===== src/rtl/serial_subtractor.sv =====
// Bit-serial unsigned subtractor: diff = a - b - bin, LSB first, one bit per clock.
// Ports: clk, rst_n, start, a, b, bin in; busy, done, diff, bout out.
module serial_subtractor #(
  parameter int WIDTH = 8
) (
  input  logic             clk,
  input  logic             rst_n,
  input  logic             start,
  input  logic [WIDTH-1:0] a,
  input  logic [WIDTH-1:0] b,
  input  logic             bin,
  output logic             busy,
  output logic             done,
  output logic [WIDTH-1:0] diff,
  output logic             bout
);

  localparam int CW = (WIDTH > 1) ? $clog2(WIDTH) : 1;

  typedef enum logic [1:0] {
    S_IDLE,
    S_RUN,
    S_DONE
  } state_t;

  state_t           r_state;
  logic [WIDTH-1:0] r_a;
  logic [WIDTH-1:0] r_b;
  logic [WIDTH-1:0] r_res;
  logic             r_br;
  logic [CW-1:0]    r_cnt;
  logic             r_busy;
  logic             r_done;
  logic [WIDTH-1:0] r_diff;
  logic             r_bout;

  logic             w_a0;
  logic             w_b0;
  logic             w_d;
  logic             w_br_next;
  logic             w_last;
  logic [WIDTH-1:0] w_res_next;

  assign w_a0       = r_a[0];
  assign w_b0       = r_b[0];
  assign w_d        = w_a0 ^ w_b0 ^ r_br;
  assign w_br_next  = (~w_a0 & w_b0) | (~(w_a0 ^ w_b0) & r_br);
  assign w_res_next = {w_d, r_res[WIDTH-1:1]};
  assign w_last     = (r_cnt == CW'(WIDTH - 1));

  always_ff @(posedge clk or negedge rst_n) begin
    if (!rst_n) begin
      r_state <= S_IDLE;
      r_a     <= '0;
      r_b     <= '0;
      r_res   <= '0;
      r_br    <= 1'b0;
      r_cnt   <= '0;
      r_busy  <= 1'b0;
      r_done  <= 1'b0;
      r_diff  <= '0;
      r_bout  <= 1'b0;
    end else begin
      unique case (r_state)
        S_IDLE: begin
          r_done <= 1'b0;
          if (start) begin
            r_a     <= a;
            r_b     <= b;
            r_br    <= bin;
            r_res   <= '0;
            r_cnt   <= '0;
            r_busy  <= 1'b1;
            r_state <= S_RUN;
          end
        end
        S_RUN: begin
          r_a   <= {1'b0, r_a[WIDTH-1:1]};
          r_b   <= {1'b0, r_b[WIDTH-1:1]};
          r_res <= w_res_next;
          r_br  <= w_br_next;
          r_cnt <= r_cnt + 1'b1;
          if (w_last) begin
            r_diff  <= w_res_next;
            r_bout  <= w_br_next;
            r_busy  <= 1'b0;
            r_done  <= 1'b1;
            r_state <= S_DONE;
          end
        end
        S_DONE: begin
          r_done <= 1'b0;
          // A start here chains straight into the next operation.
          if (start) begin
            r_a     <= a;
            r_b     <= b;
            r_br    <= bin;
            r_res   <= '0;
            r_cnt   <= '0;
            r_busy  <= 1'b1;
            r_state <= S_RUN;
          end else begin
            r_state <= S_IDLE;
          end
        end
        default: begin
          r_busy  <= 1'b0;
          r_done  <= 1'b0;
          r_state <= S_IDLE;
        end
      endcase
    end
  end

  assign busy = r_busy;
  assign done = r_done;
  assign diff = r_diff;
  assign bout = r_bout;

endmodule


===== config.mk =====
export PLATFORM = sky130hd
export DESIGN_NAME = serial_subtractor
export DESIGN_NICKNAME = d
export VERILOG_FILES = /design/src/rtl/serial_subtractor.sv
export SDC_FILE = /design/constraint.sdc
export NUM_CORES = 1
export LEC_CHECK = 0
export CORE_ASPECT_RATIO = 0.6
export CORE_MARGIN = 4
export CORE_UTILIZATION = 52
export DETAILED_ROUTE_END_ITERATION = 6
export PLACE_DENSITY = 0.77
export SYNTH_ARGS = -nofsm -noshare
export SYNTH_HDL_FRONTEND = slang
export SYNTH_SLANG_ARGS = --single-unit

===== constraint.sdc =====
create_clock -name clk -period 3.1 [get_ports clk]
set_input_delay 0.31 -clock clk [delete_from_list [all_inputs] [get_ports clk]]
set_output_delay 0.31 -clock clk [all_outputs]
set_load 0.005 [all_outputs]

# After elaboration in Yosys (flattened, before gate mapping)
# Index checks and enable logic that the tools add are counted.
[totals]
out_inout_bits = 11
wordCells = 50
regBits = 41
inputBits = 20
[op_classes]
reduce_logical = 7
eq_ne = 6
mux = 19
bitwise = 7
add_sub_neg = 1
[op_table]
columns = ["op", "count"]
rows = [
  ["8-bit case mux with 2 select lines", 3],
  ["8-bit two-way mux", 3],
  ["2-bit AND reduction", 4],
  ["1-bit two-way mux", 6],
  ["2-bit case mux with 3 select lines", 1],
  ["3-bit case mux with 2 select lines", 1],
  ["2-bit two-way mux", 2],
  ["2-bit != test (second input constant)", 2],
  ["1-bit case mux with 2 select lines", 2],
  ["3-bit by 1-bit adder with 3-bit output (second input constant)", 1],
  ["3-bit equality test (second input constant)", 1],
  ["3-bit two-way mux", 1],
  ["1-bit AND", 2],
  ["2-bit by 1-bit equality test with 1-bit output (second input constant)", 1],
  ["2-bit equality test (second input constant)", 1],
  ["2-bit logical NOT", 1],
  ["2-bit by 1-bit != test with 1-bit output (second input constant)", 1],
  ["1-bit inverter", 2],
  ["2-bit nonzero test", 1],
  ["2-bit OR reduction", 1],
  ["1-bit bitwise XOR", 2],
  ["1-bit bitwise OR", 1],
]

# Depth between registers and ports, before layout
# Gate-level depths: netlist (run 1).
[depth]
word_depth = 5
mapped_depth = 6
ltp_nobuf = 5

# Worst setup path before layout (run 1)
# OpenSTA, ideal clock, no wires.
[synth_timing]
path_kind = "reg2reg"
start = "reg r_cnt[0]"
end = "reg r_diff[1] (netlist: diff[1])"
setup_ps = 125
period_less_slack_ps = 1491
required_time_ps = 2975
t_arrival_ps = 1366
path_stages_with_launch = 6
path_slack_ps = 1609
path_buffers = 1
path_cell_list = "dfrtp_1 > ha_1 > ha_1 > nand3b_1 > buf_4 > mux2_2"
[synth_between]
elab_chain_cells = 2
[synth_rtl]
columns = ["element", "line", "source"]
rows = [
  ["from (decl)", "31", "logic [CW-1:0] r_cnt;"],
  ["from (signal assigned)", "82", "r_cnt <= r_cnt + 1'b1;"],
  ["3-bit equality test", "49", "assign w_last = (r_cnt == CW'(WIDTH - 1));"],
  ["2-bit AND reduction (no source line)", "-", ""],
  ["to (signal assigned)", "84", "r_diff <= w_res_next;"],
  ["to (decl)", "34", "logic [WIDTH-1:0] r_diff;"],
]
# No other way between the ends.
# A chain may end at the register's enable or synchronous reset.

# Worst setup path in the final report (run 1)
[layout_timing]
start = "reg r_state[0]"
end = "reg r_diff[0] (netlist: diff[0])"
[layout_between]
elab_chain_cells = 2
[layout_rtl]
columns = ["element", "line", "source"]
rows = [
  ["from (decl)", "26", "state_t r_state;"],
  ["from (signal assigned)", "53", "r_state <= S_IDLE;"],
  ["from (signal assigned)", "74", "r_state <= S_RUN;"],
  ["from (signal assigned)", "88", "r_state <= S_DONE;"],
  ["2-bit by 1-bit equality test with 1-bit output", "64", "unique case (r_state)"],
  ["2-bit AND reduction (no source line)", "-", ""],
]
# No other way between the ends.

==> results.py, run 1 <==
metrics = {
    "status": {
        "outcome": "complete, no violations",
    },
    "power": {
        "pwr-share-seq": 0.432,
        "combPwrFrac": 0.384,
        "ir_worst_vdd_mv": 0.539,
        "p_sw_mw": 0.752,
        "switching_share": 0.331,
        "power_frac_clock": 0.184,
        "p_int_mw": 1.52,
        "powerDensity_nw_per_um2": 942,
        "power.total_mw": 2.27,
        "power.leakage_nw": 1.00,
    },
    "logic_synthesis": {
        "syn_area_per_cell_sq_um": 11.2,
        "synth_cell_types": 24,
        "yosysWarnings": 0,
        "syn-num-nets": 205,
        "ys_seq_area_frac": 0.492,
        "netlist_area_sq_um": 2030,
        "postSynthCellCount": 182,
        "synth_seq_cells": 40,
    },
    "layout": {
        "final_common_cell": "dfrtp_1",
        "layout.nets": 231,
        "drive_gt1_frac": 0.144,
        "post-route-util": 0.648,
        "final_cell_mix": "dfrtp_1, clkdlybuf4s50_1, mux2_2",
        "final_cell_count_no_fill": 256,
        "num-fill-cells": 288,
        "syn_to_final_growth_pct": 18.6,
        "final_cell_area_sq_um": 2410,
        "diodes": 0,
    },
    "die": {
        "ioPinCount": 31,
        "die-area_sq_um": 5010,
        "core_area_sq_um": 3720,
        "start_util": 0.546,
        "rows": 17,
        "die_y_um": 56.4,
        "die_w_um": 88.7,
    },
    "route": {
        "wl_um": 3790,
        "num_vias": 1381,
        "drtIter0Drc": 52,
        "post-route-drc-count": 0,
        "wl_per_cell_um": 14.8,
        "drtPass1Iterations": 4,
        "vias_per_cell": 5.39,
        "ant_nets": 0,
    },
    "placement": {
        "hpwl_um": 2600,
        "dp_slack_ns": 1.24,
        "place_area_sq_um": 2300,
        "gp_congestion": 0.759,
        "placed_cells": 248,
        "place.port_buffers": 30,
    },
    "critical_path": {
        "crit_arrival_ns": 2.04,
        "path_cells": "nand3b_1 -> mux2_2",
        "cp_data_required_time_ns": 3.27,
        "r2r_slack_ns": 1.23,
        "critical_path.max_stage_delay_ns": 0.85,
        "path_max_fanout": 30,
        "critPathKind": "reg2reg",
        "critPathTopFamily": "flip-flops",
        "startpoint_type": "register",
        "worstSetupEndpointType": "register",
        "crit_slowest_cell": "dfrtp_1",
        "path_buf_inv": 0,
    },
    "sta": {
        "worst_clock_skew_ns": 0.00662,
        "tns_ns": 0,
        "setup_viol_count_final": 0,
        "min_period_over_period": 0.603,
        "worst_slack_ns": 1.23,
        "timing.slew.headroom": 0.424,
        "rsz0062_at_grt": "false",
        "whs_ns": 0.124,
        "slew_viol_final": 0,
        "clock.fmax_mhz": 535,
        "worst_pin_slew_ns": 0.864,
        "period_needed_ns": 1.87,
        "finalHoldViolations": 0,
    },
    "cts": {
        "cts_max_path_buffers": 2,
        "tritoncts": "built",
        "cts_resized": 0,
        "numCtsBuffers": 5,
        "clk_latency_ns": 0.29,
        "path_clk_slew_ns": 0.07,
        "ctsHoldBuffers": 0,
        "clock-root-buffer": "clkbuf_8",
        "htreeDepth": 2,
        "clock_sinks": 40,
        "postCtsSetupRepairBufs": 0,
    },
    "grt": {
        "grt_max_degree": 42,
        "grt_usage": 0.175,
        "antenna_found_initial": 0,
        "first_global_vias": 1447,
        "grt_pass1_wl_um": 6730,
        "overflow": 0,
    },
    "job": {
        "cap_violations": 0,
    },
    "worst_hold_path": {
        "hp-class": "in2async",
    },
}
[logic make-up (layout without fill, tap and decap cells)]
group	after synthesis	count (layout)	synth area share
compound gates	44	44	0.132
simple gates	43	43	0.112
flops	40	40	0.492
mux	33	33	0.175
buf+inv	18	45	0.0615
fa+ha+maj	3	3	0.0222
xor+xnor	1	1	0.00431
[final cells by class]
| cell class | instances | area (sq um) | share of cell area |
|---|---|---|---|
| tap | 47 | 58.8 | 0.0244 |
| clock buffer | 5 | 68.8 | 0.0285 |
| multi-input combinational | 124 | 907 | 0.376 |
| sequential | 40 | 1000 | 0.415 |
| timing repair buffer | 33 | 318 | 0.132 |
| inverter | 4 | 15.0 | 0.00623 |
| clock inverter | 3 | 42.5 | 0.0176 |
[worst reg2reg max path, cell delays in order (launching register included)]
cell and delay, ns:
dfrtp_1 0.85, nand3b_1 0.49, mux2_2 0.41
[synth_stat cells]
cell / number / share of area
ha_1: 2 / 0.012
nand2b_1: 9 / 0.028
fa_1: 1 / 0.0098
nand2_1: 11 / 0.020
xnor2_1: 1 / 0.0043
inv_1: 4 / 0.0074
buf_12: 2 / 0.020
nand3_1: 2 / 0.0049
o21ai_1: 1 / 0.0025
nor2b_1: 15 / 0.046
dfrtp_1: 40 / 0.49
buf_4: 3 / 0.011
a21oi_1: 15 / 0.037
a211oi_1: 15 / 0.055
nor2_1: 5 / 0.0092
mux2_2: 17 / 0.094
buf_2: 5 / 0.012
clkbuf_1: 3 / 0.0055
nand3b_1: 1 / 0.0037
mux2i_1: 15 / 0.074
mux2_4: 1 / 0.0074
a22o_1: 3 / 0.013
o21ai_0: 10 / 0.025
buf_6: 1 / 0.0055
[power by group through the flow]
| stage | Sequential, mW | Clock (mW) | Combinational (mW) |
|---|---|---|---|
| after floorplan | 0.903 | 0 | 0.653 |
| after global placement | 0.970 | 0 | 0.822 |
| after detailed placement | 0.987 | 0 | 0.885 |
| after CTS | 0.980 | 0.429 | 0.891 |
| after global routing | 1.02 | 0.463 | 0.980 |
| final | 0.981 | 0.419 | 0.872 |
[registers in the layout, summed over array words and instances (netlist names), 2 cells and up]
register and cells:
r_res 7, r_a 8, r_cnt 3, diff 8, r_b 8, r_state 2
[metal layers]
layer  wire length [um]  GRT usage  vias up
met5                  0          0        -
met4                 27     0.0453        0
met3                164     0.0645        4
met2               1780      0.273       21
met1               1820      0.231      668
li1                   -          -      688
[path summary, 6_finish.rpt]
check | cells after the start | start | endpoint
max in group asynchronous | 1 | rst_n | r_a[7]
min in group clk | 1 | diff[1] | diff[1]
worst min-delay path | 1 | rst_n | diff[1]
worst max register to register | 2 | r_state[0] | diff[0]
worst max-delay path | 2 | r_state[0] | diff[0]
worst min register to register | 1 | diff[1] | diff[1]
(Power assumes the default switching activity.)
==> run 2, diff against run 1 <==
--- a/config.mk
+++ b/config.mk
@@ -7,9 +7,9 @@
 export LEC_CHECK = 0
 export CORE_ASPECT_RATIO = 0.6
 export CORE_MARGIN = 4
-export CORE_UTILIZATION = 52
+export CORE_UTILIZATION = 48
 export DETAILED_ROUTE_END_ITERATION = 6
-export PLACE_DENSITY = 0.77
+export PLACE_DENSITY = 0.75
 export SYNTH_ARGS = -nofsm -noshare
 export SYNTH_HDL_FRONTEND = slang
 export SYNTH_SLANG_ARGS = --single-unit
==> constraint.sdc (replaced) <==
create_clock -name clk -period 1.7 [get_ports clk]
set_input_delay 0.17 -clock clk [delete_from_list [all_inputs] [get_ports clk]]
set_output_delay 0.17 -clock clk [all_outputs]
set_load 0.005 [all_outputs]
==> run 2 against run 1 <==
Non-clock buffer count is 6 higher. First-iteration DRC count is 44% higher. Critical path type unchanged. Largest power group unchanged. Clock skew is 0.0011 ns lower. Sequential power is 76% higher. Design area is 3.0% higher. Highest routed layer unchanged. Critical endpoint is now diff[6]. Worst setup slack worse by 1.1 ns. Power is 75% higher.
==> results.py, run 2 (same netlist as run 1, synthesis figures left out) <==
metrics = {
    "grt": {
        "gr-max-usage-layer": "met2",
        "grt_usage": 0.167,
        "grtUsageMet3": 0.0524,
        "overflow": 0,
        "met1_usage": 0.216,
        "grt_util_met2": 0.261,
        "grt_pass1_wl_um": 6980,
        "antenna_found_initial": 0,
        "grt_max_degree": 45,
        "first_global_vias": 1486,
    },
    "sta": {
        "tns_ns": 0,
        "rsz0062_at_grt": "false",
        "finalHoldViolations": 0,
        "min_period_over_period": 0.930,
        "whs_ns": 0.377,
        "period_needed_ns": 1.58,
        "timing.slew.headroom": 0.669,
        "setup_viol_count_final": 0,
        "worst_pin_slew_ns": 0.497,
        "slew_viol_final": 0,
        "worst_clock_skew_ns": 0.00556,
        "clock.fmax_mhz": 633,
    },
    "critical_path": {
        "r2r_slack_ns": 0.12,
        "path_max_fanout": 11,
        "timing.rr.end": "diff[6]",
        "critPathKind": "reg2reg",
        "critPathTopFamily": "flip-flops",
        "crit_arrival_ns": 1.75,
        "rr_worst_depth": 5,
        "r2r_start": "r_cnt[0]",
        "startpoint_type": "register",
        "path_cells": "ha_1 -> ha_1 -> nand3b_1 -> buf_12 -> mux2_2",
        "cp_data_required_time_ns": 1.87,
        "path_buf_inv": 1,
        "crit_top_cell": "ha_1",
        "critical_path.max_stage_delay_ns": 0.42,
        "crit_slowest_cell": "dfrtp_1",
        "worstSetupEndpointType": "register",
    },
    "cts": {
        "postCtsSetupRepairBufs": 0,
        "cts_resized": 0,
        "tritoncts": "built",
        "cts_max_path_buffers": 2,
        "numCtsBuffers": 5,
        "clock_sinks": 40,
        "clock-root-buffer": "clkbuf_8",
        "path_clk_slew_ns": 0.07,
        "clk_latency_ns": 0.29,
        "htreeDepth": 2,
    },
    "route": {
        "wl_um": 3950,
        "post-route-drc-count": 0,
        "num_vias": 1437,
        "wl_per_cell_um": 14.5,
        "ant_nets": 0,
        "drtPass1Iterations": 4,
        "vias_per_cell": 5.28,
        "drtIter0Drc": 75,
    },
    "die": {
        "ioPinCount": 31,
        "start_util": 0.496,
        "die_w_um": 92.0,
        "core_area_sq_um": 4100,
        "die-area_sq_um": 5380,
        "die_y_um": 58.4,
        "rows": 18,
    },
    "status": {
        "outcome": "complete, no violations",
    },
    "layout": {
        "num-fill-cells": 340,
        "diodes": 0,
        "layout.nets": 237,
        "drive_gt1_frac": 0.151,
        "syn_to_final_growth_pct": 22.1,
        "final_common_cell": "dfrtp_1",
        "post-route-util": 0.606,
        "final_cell_mix": "dfrtp_1, clkdlybuf4s50_1, mux2_2",
    },
    "placement": {
        "place.port_buffers": 30,
        "gp_congestion": 0.744,
        "hpwl_um": 2800,
    },
    "power": {
        "power.leakage_nw": 1.03,
        "powerDensity_nw_per_um2": 1610,
        "ir_worst_vdd_mv": 0.717,
    },
    "worst_hold_path": {
        "hp-class": "in2async",
    },
    "job": {
        "cap_violations": 0,
    },
}
-- run 2: changes by cell type in the layout (fill, tap and decap cells not counted) --
cell,delta
buf_4,+1
bufinv_16,-1
clkinv_2,-1
clkinvlp_4,-1
buf_12,+4
dlygate4sd3_1,+1
-- run 2: layout make-up --
cell class	count	area, sq um	area share
Timing Repair Buffer	39	415	0.167
Inverter	4	15.0	0.00605
Clock buffer	5	68.8	0.0277
Tap cell	60	75.1	0.0302
Multi-Input combinational cell	124	907	0.365
Sequential cell	40	1000	0.403
-- run 2: how the worst max path moves through the flow --
stage	startpoint	to	slack, ns	cells after the start
finish	r_cnt[0]	diff[6]	0.12	5
global route	r_cnt[0]	diff[3]	0.05	5
CTS	r_cnt[0]	diff[6]	0.12	5
detailed placement	r_cnt[0]	diff[6]	0.13	5
global placement	r_cnt[0]	diff[5]	0.19	5
floorplan	r_cnt[0]	diff[1]	0.21	5
-- run 2: what timing repair did --
item                                   CTS  global route
hold buffers                             1             0
endpoints found under the hold margin   19             0
setup endpoints to repair                0             0
-- run 2: power breakdown --
part	switching (mW)	total (mW)	internal, mW
sequential	0.328	1.73	1.40
combinational	0.719	1.71	0.988
clock	0.288	0.552	0.264
total	1.34	3.99	2.65
-- run 2: routing by layer --
metal / routed length [um] / part of all wire
met1: 1840 / 0.47
met2: 1840 / 0.46
met3: 214 / 0.054
met4: 63 / 0.016
met5: 0 / 0
-- run 2: metrics by stage --
stage	cell area (sq um)	setup slack, ns	instances	power (mW)
final	2480	0.119	272	3.99
after global routing	2480	0.0545	272	4.33
after CTS	2480	0.118	272	4.03
after detailed placement	2400	0.132	266	3.46
after global placement	2400	0.186	266	3.33
after floorplan	2030	0.209	182	2.84
==> run 3, diff against run 2 <==
--- a/config.mk
+++ b/config.mk
@@ -6,10 +6,9 @@
 export NUM_CORES = 1
 export LEC_CHECK = 0
 export CORE_ASPECT_RATIO = 0.6
-export CORE_MARGIN = 4
-export CORE_UTILIZATION = 48
+export CORE_UTILIZATION = 52
 export DETAILED_ROUTE_END_ITERATION = 6
-export PLACE_DENSITY = 0.75
+export PLACE_DENSITY = 0.77
 export SYNTH_ARGS = -nofsm -noshare
 export SYNTH_HDL_FRONTEND = slang
 export SYNTH_SLANG_ARGS = --single-unit
==> constraint.sdc (replaced) <==
create_clock -name clk -period 2 [get_ports clk]
set_input_delay 0.2 -clock clk [delete_from_list [all_inputs] [get_ports clk]]
set_output_delay 0.2 -clock clk [all_outputs]
set_load 0.005 [all_outputs]
==> run 3 against run 2 <==
Global-route usage grew 5.0 points. Clock power is 18% higher. Worst hold slack worse by 0.36 ns.
==> results.py, run 3 (same netlist as run 1, synthesis figures left out) <==
metrics = {
    "status": {
        "outcome": "complete, no violations",
    },
    "cts": {
        "cts_max_path_buffers": 2,
        "cts_resized": 0,
        "path_clk_slew_ns": 0.08,
        "htreeDepth": 2,
        "clock_sinks": 40,
        "postCtsSetupRepairBufs": 0,
        "ctsHoldBuffers": 0,
        "clock-root-buffer": "clkbuf_8",
        "numCtsBuffers": 5,
        "clk_latency_ns": 0.30,
        "tritoncts": "built",
    },
    "critical_path": {
        "critPathLaunch": "r_cnt[0]",
        "critical_path.max_stage_delay_ns": 0.41,
        "timing.rr.end": "diff[0]",
        "path_cells": "ha_1 -> ha_1 -> nand3b_1 -> mux2_2",
        "path_max_fanout": 11,
        "r2r_start": "r_cnt[0]",
        "cp_data_required_time_ns": 2.18,
        "critPathCapture": "diff[0]",
        "crit_slowest_cell": "dfrtp_1",
        "critPathKind": "reg2reg",
        "r2r_slack_ns": 0.27,
        "worstSetupEndpointType": "register",
        "rr_worst_depth": 4,
        "crit_arrival_ns": 1.92,
        "crit_top_cell": "ha_1",
        "startpoint_type": "register",
    },
    "power": {
        "p_sw_mw": 1.16,
        "power.leakage_nw": 1.02,
        "combPwrFrac": 0.404,
        "power.total_mw": 3.53,
        "power_frac_clock": 0.184,
        "switching_share": 0.328,
        "pwr-share-seq": 0.412,
        "p_int_mw": 2.37,
        "powerDensity_nw_per_um2": 1450,
        "ir_worst_vdd_mv": 0.686,
    },
    "sta": {
        "min_period_over_period": 0.867,
        "rsz0062_at_grt": "false",
        "finalHoldViolations": 0,
        "worst_slack_ns": 0.267,
        "timing.slew.headroom": 0.422,
        "period_needed_ns": 1.73,
        "clock.fmax_mhz": 577,
        "setup_viol_count_final": 0,
        "slew_viol_final": 0,
        "worst_pin_slew_ns": 0.867,
        "whs_ns": 0.0135,
        "worst_clock_skew_ns": 0.0107,
        "tns_ns": 0,
    },
    "route": {
        "drtPass1Iterations": 4,
        "post-route-drc-count": 0,
        "wl_um": 3850,
        "drtIter0Drc": 53,
        "wl_per_cell_um": 14.9,
        "ant_nets": 0,
        "vias_per_cell": 5.50,
        "num_vias": 1420,
    },
    "layout": {
        "layout.nets": 233,
        "final_cell_mix": "dfrtp_1, clkdlybuf4s50_1, mux2_2",
        "final_common_cell": "dfrtp_1",
        "post-route-util": 0.658,
        "final_cell_area_sq_um": 2430,
        "syn_to_final_growth_pct": 19.8,
        "drive_gt1_frac": 0.147,
        "diodes": 0,
        "final_cell_count_no_fill": 258,
    },
    "grt": {
        "grtUsageMet3": 0.0564,
        "grt_pass1_wl_um": 6480,
        "grt_max_degree": 42,
        "grt_util_met2": 0.317,
        "grt_usage": 0.217,
        "antenna_found_initial": 0,
        "overflow": 0,
        "met1_usage": 0.300,
        "gr-max-usage-layer": "met2",
        "first_global_vias": 1383,
    },
    "die": {
        "rows": 17,
        "core_area_sq_um": 3700,
        "ioPinCount": 31,
        "die_w_um": 82.7,
        "die_y_um": 50.4,
        "start_util": 0.549,
        "die-area_sq_um": 4170,
    },
    "placement": {
        "place_area_sq_um": 2330,
        "dp_slack_ns": 0.269,
        "place.port_buffers": 30,
        "gp_congestion": 0.745,
        "hpwl_um": 2560,
        "placed_cells": 250,
    },
    "worst_hold_path": {
        "hp-class": "in2async",
    },
    "job": {
        "cap_violations": 0,
    },
}
run 3: power groups by stage:
stage                     Clock, mW  Combinational (mW)  Sequential [mW]
after CTS                     0.665                1.44             1.45
after detailed placement          0                1.43             1.47
after global placement            0                1.35             1.44
after floorplan                   0                1.01             1.40
final                         0.650                1.43             1.46
after global routing          0.702                1.60             1.51
run 3: cell type report:
type	instances	area [sq um]
clock buffers	6	72.6
clock inverters	2	35.0
repair buffers	35	345
flip-flops and latches	40	1000
inverters	4	15.0
multi-input cells	124	907
well taps	47	58.8
fillers	290	1270
run 3: worst min path at each step:
stage / from / to / slack (ns)
6_report: rst_n / r_res[2] / 0.01
5_1_grt: rst_n / diff[2] / 0.07
4_1_cts: rst_n / diff[2] / 0.04
3_5_place_dp: rst_n / r_res[1] / 0.37
3_3_place_gp: rst_n / r_res[1] / 0.35
2_1_floorplan: rst_n / bout / -0.1
run 3: critical path, delay by kind of cell (launching register included):
kind,cells,cell delay [ns]
mux,1,0.39
simple gates,1,0.39
flops,1,0.41
fa+ha+maj,2,0.42
run 3: layer usage:
metal	up-vias	routed length (um)	share of wire
li1	693	-	-
met1	695	1930	0.50
met2	25	1720	0.45
met3	7	126	0.033
met4	0	70	0.018
met5	-	0	0
